$ cat src/rtl/exc_commit_arb_pkg.sv
// Shared exception definitions for the commit-point arbiter: Ecode/EsubCode
// values, the WB exception flag bundle and the arbiter state encoding.
package exc_commit_arb_pkg;

  localparam logic [5:0] ECODE_INT       = 6'h00;
  localparam logic [5:0] ECODE_PIL       = 6'h01;
  localparam logic [5:0] ECODE_PIS       = 6'h02;
  localparam logic [5:0] ECODE_PIF       = 6'h03;
  localparam logic [5:0] ECODE_PME       = 6'h04;
  localparam logic [5:0] ECODE_PPI       = 6'h07;
  localparam logic [5:0] ECODE_ADEF_ADEM = 6'h08;
  localparam logic [5:0] ECODE_ALE       = 6'h09;
  localparam logic [5:0] ECODE_SYS       = 6'h0B;
  localparam logic [5:0] ECODE_BRK       = 6'h0C;
  localparam logic [5:0] ECODE_INE       = 6'h0D;
  localparam logic [5:0] ECODE_IPE       = 6'h0E;
  localparam logic [5:0] ECODE_TLBR      = 6'h3F;

  localparam logic [8:0] ESUB_ADEF = 9'd0;
  localparam logic [8:0] ESUB_ADEM = 9'd1;

  // Field order matches the wb_exc bus, MSB first.
  typedef struct packed {
    logic if_adef;
    logic if_tlbr;
    logic if_pif;
    logic if_ppi;
    logic id_ine;
    logic id_ipe;
    logic id_sys;
    logic id_brk;
    logic ex_ale;
    logic mem_adem;
    logic mem_tlbr;
    logic mem_pil_pis;
    logic mem_ppi_pme;
  } exc_flags_t;

  typedef enum logic [1:0] {
    IDLE  = 2'd0,
    ISSUE = 2'd1,
    WAIT  = 2'd2
  } arb_state_t;

endpackage

$ cat src/rtl/exc_commit_arb_prio_enc.sv
// Fixed-priority encoder turning interrupt-pending plus the WB exception flags
// into a single {valid, excode, esubcode, badv} exception descriptor.
module exc_prio_enc
  import exc_commit_arb_pkg::*;
(
  input  exc_flags_t  flags,
  input  logic        int_p,
  input  logic        is_store,
  input  logic        pme,
  input  logic [31:0] pc,
  input  logic [31:0] vaddr,
  output logic        valid,
  output logic [5:0]  excode,
  output logic [8:0]  esubcode,
  output logic [31:0] badv
);

  always_comb begin
    valid    = 1'b1;
    excode   = ECODE_INT;
    esubcode = ESUB_ADEF;
    badv     = 32'd0;
    // Interrupts carry no BADV; fetch faults report the PC, memory faults the vaddr.
    if (int_p) begin
      excode = ECODE_INT;
    end else if (flags.if_adef) begin
      excode = ECODE_ADEF_ADEM;
      badv   = pc;
    end else if (flags.if_tlbr) begin
      excode = ECODE_TLBR;
      badv   = pc;
    end else if (flags.if_pif) begin
      excode = ECODE_PIF;
      badv   = pc;
    end else if (flags.if_ppi) begin
      excode = ECODE_PPI;
      badv   = pc;
    end else if (flags.id_ine) begin
      excode = ECODE_INE;
    end else if (flags.id_ipe) begin
      excode = ECODE_IPE;
    end else if (flags.id_sys) begin
      excode = ECODE_SYS;
    end else if (flags.id_brk) begin
      excode = ECODE_BRK;
    end else if (flags.ex_ale) begin
      excode = ECODE_ALE;
      badv   = vaddr;
    end else if (flags.mem_adem) begin
      excode   = ECODE_ADEF_ADEM;
      esubcode = ESUB_ADEM;
      badv     = vaddr;
    end else if (flags.mem_tlbr) begin
      excode = ECODE_TLBR;
      badv   = vaddr;
    end else if (flags.mem_pil_pis) begin
      excode = is_store ? ECODE_PIS : ECODE_PIL;
      badv   = vaddr;
    end else if (flags.mem_ppi_pme) begin
      // PME is a store hitting a clean page; everything else is PPI.
      excode = (is_store && pme) ? ECODE_PME : ECODE_PPI;
      badv   = vaddr;
    end else begin
      valid = 1'b0;
    end
  end

endmodule

$ cat src/rtl/exc_commit_arb.sv
// Commit-point exception arbiter: picks one event per retiring WB instruction,
// pulses the CSR exception inputs once and holds flush until fetch redirects.
module exc_commit_arb
  import exc_commit_arb_pkg::*;
#(
  parameter int MAX_WAIT = 15,
  parameter int CNT_W    = 4
) (
  input  logic        clk,
  input  logic        reset,
  input  logic        wb_valid,
  input  logic [31:0] wb_pc,
  input  logic [31:0] wb_vaddr,
  input  logic [12:0] wb_exc,
  input  logic        wb_is_store,
  input  logic        wb_pme,
  input  logic        wb_ertn,
  input  logic        wb_refetch,
  input  logic        ie,
  input  logic [11:0] lie,
  input  logic [11:0] is,
  input  logic        redirect_done,
  output logic        is_exc,
  output logic [5:0]  excode,
  output logic [8:0]  esubcode,
  output logic [31:0] badvaddr,
  output logic [31:0] csr_pc,
  output logic        is_ertn,
  output logic        is_fetch_again,
  output logic        flush,
  output logic        commit_ok
);

  arb_state_t        state, state_nxt;
  logic [CNT_W-1:0]  wait_cnt;
  logic              int_p;
  logic              enc_valid;
  logic [5:0]        enc_excode;
  logic [8:0]        enc_esubcode;
  logic [31:0]       enc_badv;
  logic              take_exc;
  logic              take_evt;

  assign int_p = ie & (|(is & lie));

  exc_prio_enc u_prio_enc (
    .flags    (exc_flags_t'(wb_exc)),
    .int_p    (int_p),
    .is_store (wb_is_store),
    .pme      (wb_pme),
    .pc       (wb_pc),
    .vaddr    (wb_vaddr),
    .valid    (enc_valid),
    .excode   (enc_excode),
    .esubcode (enc_esubcode),
    .badv     (enc_badv)
  );

  // Events are only accepted in IDLE, i.e. never while flush is asserted.
  assign take_exc  = (state == IDLE) & wb_valid & enc_valid;
  assign take_evt  = (state == IDLE) & wb_valid & (enc_valid | wb_ertn | wb_refetch);
  assign commit_ok = (state == IDLE) & wb_valid & ~enc_valid;
  assign flush     = (state != IDLE);

  always_ff @(posedge clk) begin
    if (reset) state <= IDLE;
    else       state <= state_nxt;
  end

  always_comb begin
    state_nxt = state;
    case (state)
      IDLE:    if (take_evt) state_nxt = ISSUE;
      ISSUE:   state_nxt = WAIT;
      WAIT:    if (redirect_done || (wait_cnt == CNT_W'(MAX_WAIT))) state_nxt = IDLE;
      default: state_nxt = IDLE;
    endcase
  end

  always_ff @(posedge clk) begin
    if (reset || state == ISSUE)  wait_cnt <= '0;
    else if (state == WAIT)       wait_cnt <= wait_cnt + 1'b1;
  end

  always_ff @(posedge clk) begin
    if (reset) begin
      is_exc         <= 1'b0;
      is_ertn        <= 1'b0;
      is_fetch_again <= 1'b0;
      excode         <= '0;
      esubcode       <= '0;
      badvaddr       <= '0;
      csr_pc         <= '0;
    end else if (take_evt) begin
      is_exc         <= take_exc;
      is_ertn        <= ~take_exc & wb_ertn;
      is_fetch_again <= ~take_exc & ~wb_ertn & wb_refetch;
      excode         <= take_exc ? enc_excode   : '0;
      esubcode       <= take_exc ? enc_esubcode : '0;
      badvaddr       <= take_exc ? enc_badv     : '0;
      csr_pc         <= wb_pc;
    end else begin
      // Outside the ISSUE cycle the CSR must see no pulse and no stale code.
      is_exc         <= 1'b0;
      is_ertn        <= 1'b0;
      is_fetch_again <= 1'b0;
      excode         <= '0;
    end
  end

endmodule
$ cat config.mk
export PLATFORM = sky130hd
export DESIGN_NAME = exc_commit_arb
export DESIGN_NICKNAME = d
export VERILOG_FILES = /design/src/rtl/exc_commit_arb_pkg.sv /design/src/rtl/exc_commit_arb_prio_enc.sv /design/src/rtl/exc_commit_arb.sv
export SDC_FILE = /design/constraint.sdc
export NUM_CORES = 1
export LEC_CHECK = 0
export ABC_AREA = 1
export CORE_MARGIN = 2
export CORE_UTILIZATION = 40
export DETAILED_ROUTE_END_ITERATION = 8
export GPL_TIMING_DRIVEN = 0
export PLACE_DENSITY_LB_ADDON = 0.12
export SKIP_LAST_GASP = 1
export SLEW_MARGIN = 20
export SYNTH_ARGS = -nofsm -noshare
export SYNTH_HDL_FRONTEND = slang
export SYNTH_HIERARCHICAL = 1
export SYNTH_SLANG_ARGS = --single-unit
$ cat constraint.sdc
create_clock -name clk -period 2.9 [get_ports clk]
set_clock_uncertainty 0.1 [all_clocks]
set_input_delay 0.58 -clock clk [delete_from_list [all_inputs] [get_ports clk]]
set_output_delay 0.58 -clock clk [all_outputs]
set_load 0.01 [all_outputs]
==> flow_summary.ini <==
[worst_hold_path]
holdCritStartpoint = csr_pc[13]
hold_path.class = flip-flop to flip-flop
hold_end = csr_pc[13]
holdPathStages = 2

[clock_tree]
cts_root_buf = clkbuf_16
cts_tree = built
cts_buffer_depth = 2
clkLatencyLatePin_ns = 0.35
path_clk_slew_ns = 0.06
h-tree-depth = 3
clock-sinks = 88
cts_made_buffers = 9
cts_hold_buf = 0

[global_routing]
grt_max_degree = 15
antenna_found_initial = 0
grt.total_usage_pct = 24.4
grt_pass1_wl_um = 24800
overflow = 0
first_global_vias = 5114

[placed_design]
portBuffers = 193
globalplace.congestion = 0.880
dp_slack_ns = -1.16
dpl_cell_area_mm2 = 0.00700
dp.final_hpwl_um = 11800

[layout]
num_antenna_cells = 0
drive_above_1_share_pct = 10.1
fin_util_pct = 63.6
final_area_mm2 = 0.00758
fin_nets = 1134
synthToLayoutAreaGrowth_pct = 55.9

[power_and_ir_drop]
seqPwrFrac_pct = 40.0
power_frac_comb_pct = 25.8
clockPowerShare_pct = 34.2
switching_power_w = 0.000962
p_int_w = 0.00242
switching_share_pct = 28.5
peakVddDrop_uv = 296
powerDensity_mw_per_mm2 = 446
power_w = 0.00338
p_leak_nw = 3.92

[worst_setup_path]
r2r_cells = 8
r2r-end = badvaddr[31]
worstReg2RegStart = state[0]
worst-setup-path-type = primary input to primary output
worstSetupEndpointType = primary output
required_ns = 2.22
worstPathArrival_ns = 2.09
cp-start-kind = primary input
crit_fanout = 3
r2r_slack_ns = 1.41

[floorplanning]
start_util_pct = 40.8
die-area_mm2 = 0.0130
die_w_um = 114
num_rows = 40
die_h_um = 114
ios = 194
core_mm2 = 0.0119

[route]
wire_per_inst_um = 13.5
drt_iter0_markers = 435
dr.pass1.iters = 5
via_count = 5400
drc = 0
postRouteAntennaNets = 0
wl_um = 15900
vias_per_cell = 4.60

[timing]
fin_crit_sh_pct = 95.5
timing.final.ws_setup_ns = 0.130
period_needed_ns = 2.77
slew_headroom_pct = 59.9
max_freq_mhz = 361
setup-tns-final_ns = 0
finalHoldViolCount = 0
tightest_slew_ns = 0.602
drv_slew = 0
setup_viol = 0
rsz0062_at_grt = no

[logic_synthesis]
syn_area_mm2 = 0.00486
avgSynthCellArea_um2 = 6.11
syn_inst = 795
yosysUniqueCellTypes = 27
ys_seq_area_share_pct = 36.2
ys_ff_latch = 88
yosysWarnings = 6

[status]
status = complete, no violations

[job]
drv_cap = 0
stage by stage:
stage / std cells / hold slack (ns)
after CTS: 1173 / 0.372
after global routing: 1175 / 0.384
after detailed placement: 1142 / 0.355
final: 1175 / 0.366
after floorplan: 802 / 0.347
after global placement: 1142 / 0.348
per-layer routing:
metal | GRT usage (%) | wire length, um | vias to the layer above
li1 | - | - | 2852
met4 | 6.67 | 323 | 0
met5 | 0 | 0 | -
met2 | 41.2 | 7320 | 169
met1 | 30.9 | 7180 | 2353
met3 | 6.51 | 1060 | 26
worst max-delay path, stage by stage:
cell and delay (ns):
clkdlybuf4s50_1 0.46, nor2_2 0.14, nand3_2 0.14, inv_4 0.08, nand3_2 0.10, nor2_4 0.15, nand3_4 0.09, clkbuf_16 0.17
nor2_4 0.07, buf_6 0.10
worst max path at each step:
stage / start / slack, ns / depth (start not counted) / to
floorplan: is[4] / 0.25 / 14 / commit_ok
global placement: is[10] / -1.17 / 16 / commit_ok
detailed placement: is[10] / -1.16 / 16 / commit_ok
CTS: lie[2] / 0.01 / 15 / commit_ok
global route: wb_exc[6] / 0.05 / 10 / commit_ok
finish: wb_exc[6] / 0.13 / 10 / commit_ok
kinds of logic (layout without fill, tap and decap cells):
logic type | after synthesis | count (layout) | share of synthesized area (%)
compound gates | 43 | 43 | 4.43
buf+inv | 159 | 385 | 15.2
flops | 88 | 88 | 36.2
simple gates | 503 | 503 | 43.8
fa+ha+maj | 1 | 1 | 0.257
other cells | 1 | 8 | 0.0771
registers in the layout, indices dropped and copies added (netlist names):
signal / cells
excode: 6
badvaddr: 32
csr_pc: 32
is_fetch_again: 1
wait_cnt: 4
state: 2
esubcode: 9
is_exc: 1
is_ertn: 1
cells in the final DEF (no fill, tap or decap), types with 2 or more instances in the layout:
cell type / n
a21oi_1: 42
buf_1: 3
buf_2: 13
buf_4: 32
buf_6: 10
clkbuf_1: 11
clkbuf_16: 10
clkbuf_8: 3
clkdlybuf4s50_1: 166
clkinv_4: 2
conb_1: 8
dfxtp_1: 88
dlygate4sd2_1: 2
dlymetal6s2s_1: 24
inv_1: 100
inv_2: 4
inv_4: 3
nand2_1: 232
nand2_2: 4
nand2_4: 2
nand3_1: 61
nand3_2: 2
nand3_4: 2
nand4_1: 18
nor2_1: 164
nor2_2: 5
nor2_4: 5
nor2_8: 2
nor3_1: 2
nor3_2: 3
repair_timing:
action,4_1_cts,5_1_grt
gates resized for setup,21,32
pin swaps,10,29
setup buffers,16,4
endpoints found under the setup margin,66,77
cell usage after synthesis (all sizes together):
cell / instances / share of area (%)
conb: 1 / 0.077
nand4: 18 / 2.3
a21oi: 42 / 4.3
nor4: 1 / 0.13
ha: 1 / 0.26
nand2: 238 / 19
buf: 40 / 6.0
nor2: 176 / 15
clkbuf: 12 / 0.93
inv: 107 / 8.3
nor3: 5 / 0.72
dfxtp: 88 / 36
nand3: 65 / 7.1
o21ai: 1 / 0.10
layout make-up:
cell class / count / area [um^2]
fillers: 1171 / 4330
multi-input cells: 555 / 2440
repair buffers: 212 / 2150
flip-flops and latches: 88 / 1760
inverters: 107 / 409
plain buffers: 50 / 342
clock buffers: 13 / 270
well taps: 147 / 184
clock inverters: 3 / 25.0
power by group through the flow:
stage	combinational [W]	clock (W)	sequential [W]
finish	0.000870	0.00116	0.00135
global route	0.000963	0.00123	0.00136
detailed placement	0.000839	0	0.00138
CTS	0.000863	0.00118	0.00135
global placement	0.000837	0	0.00138
floorplan	0.000360	0	0.00142
No activity file was read; power rests on OpenSTA's default activity.
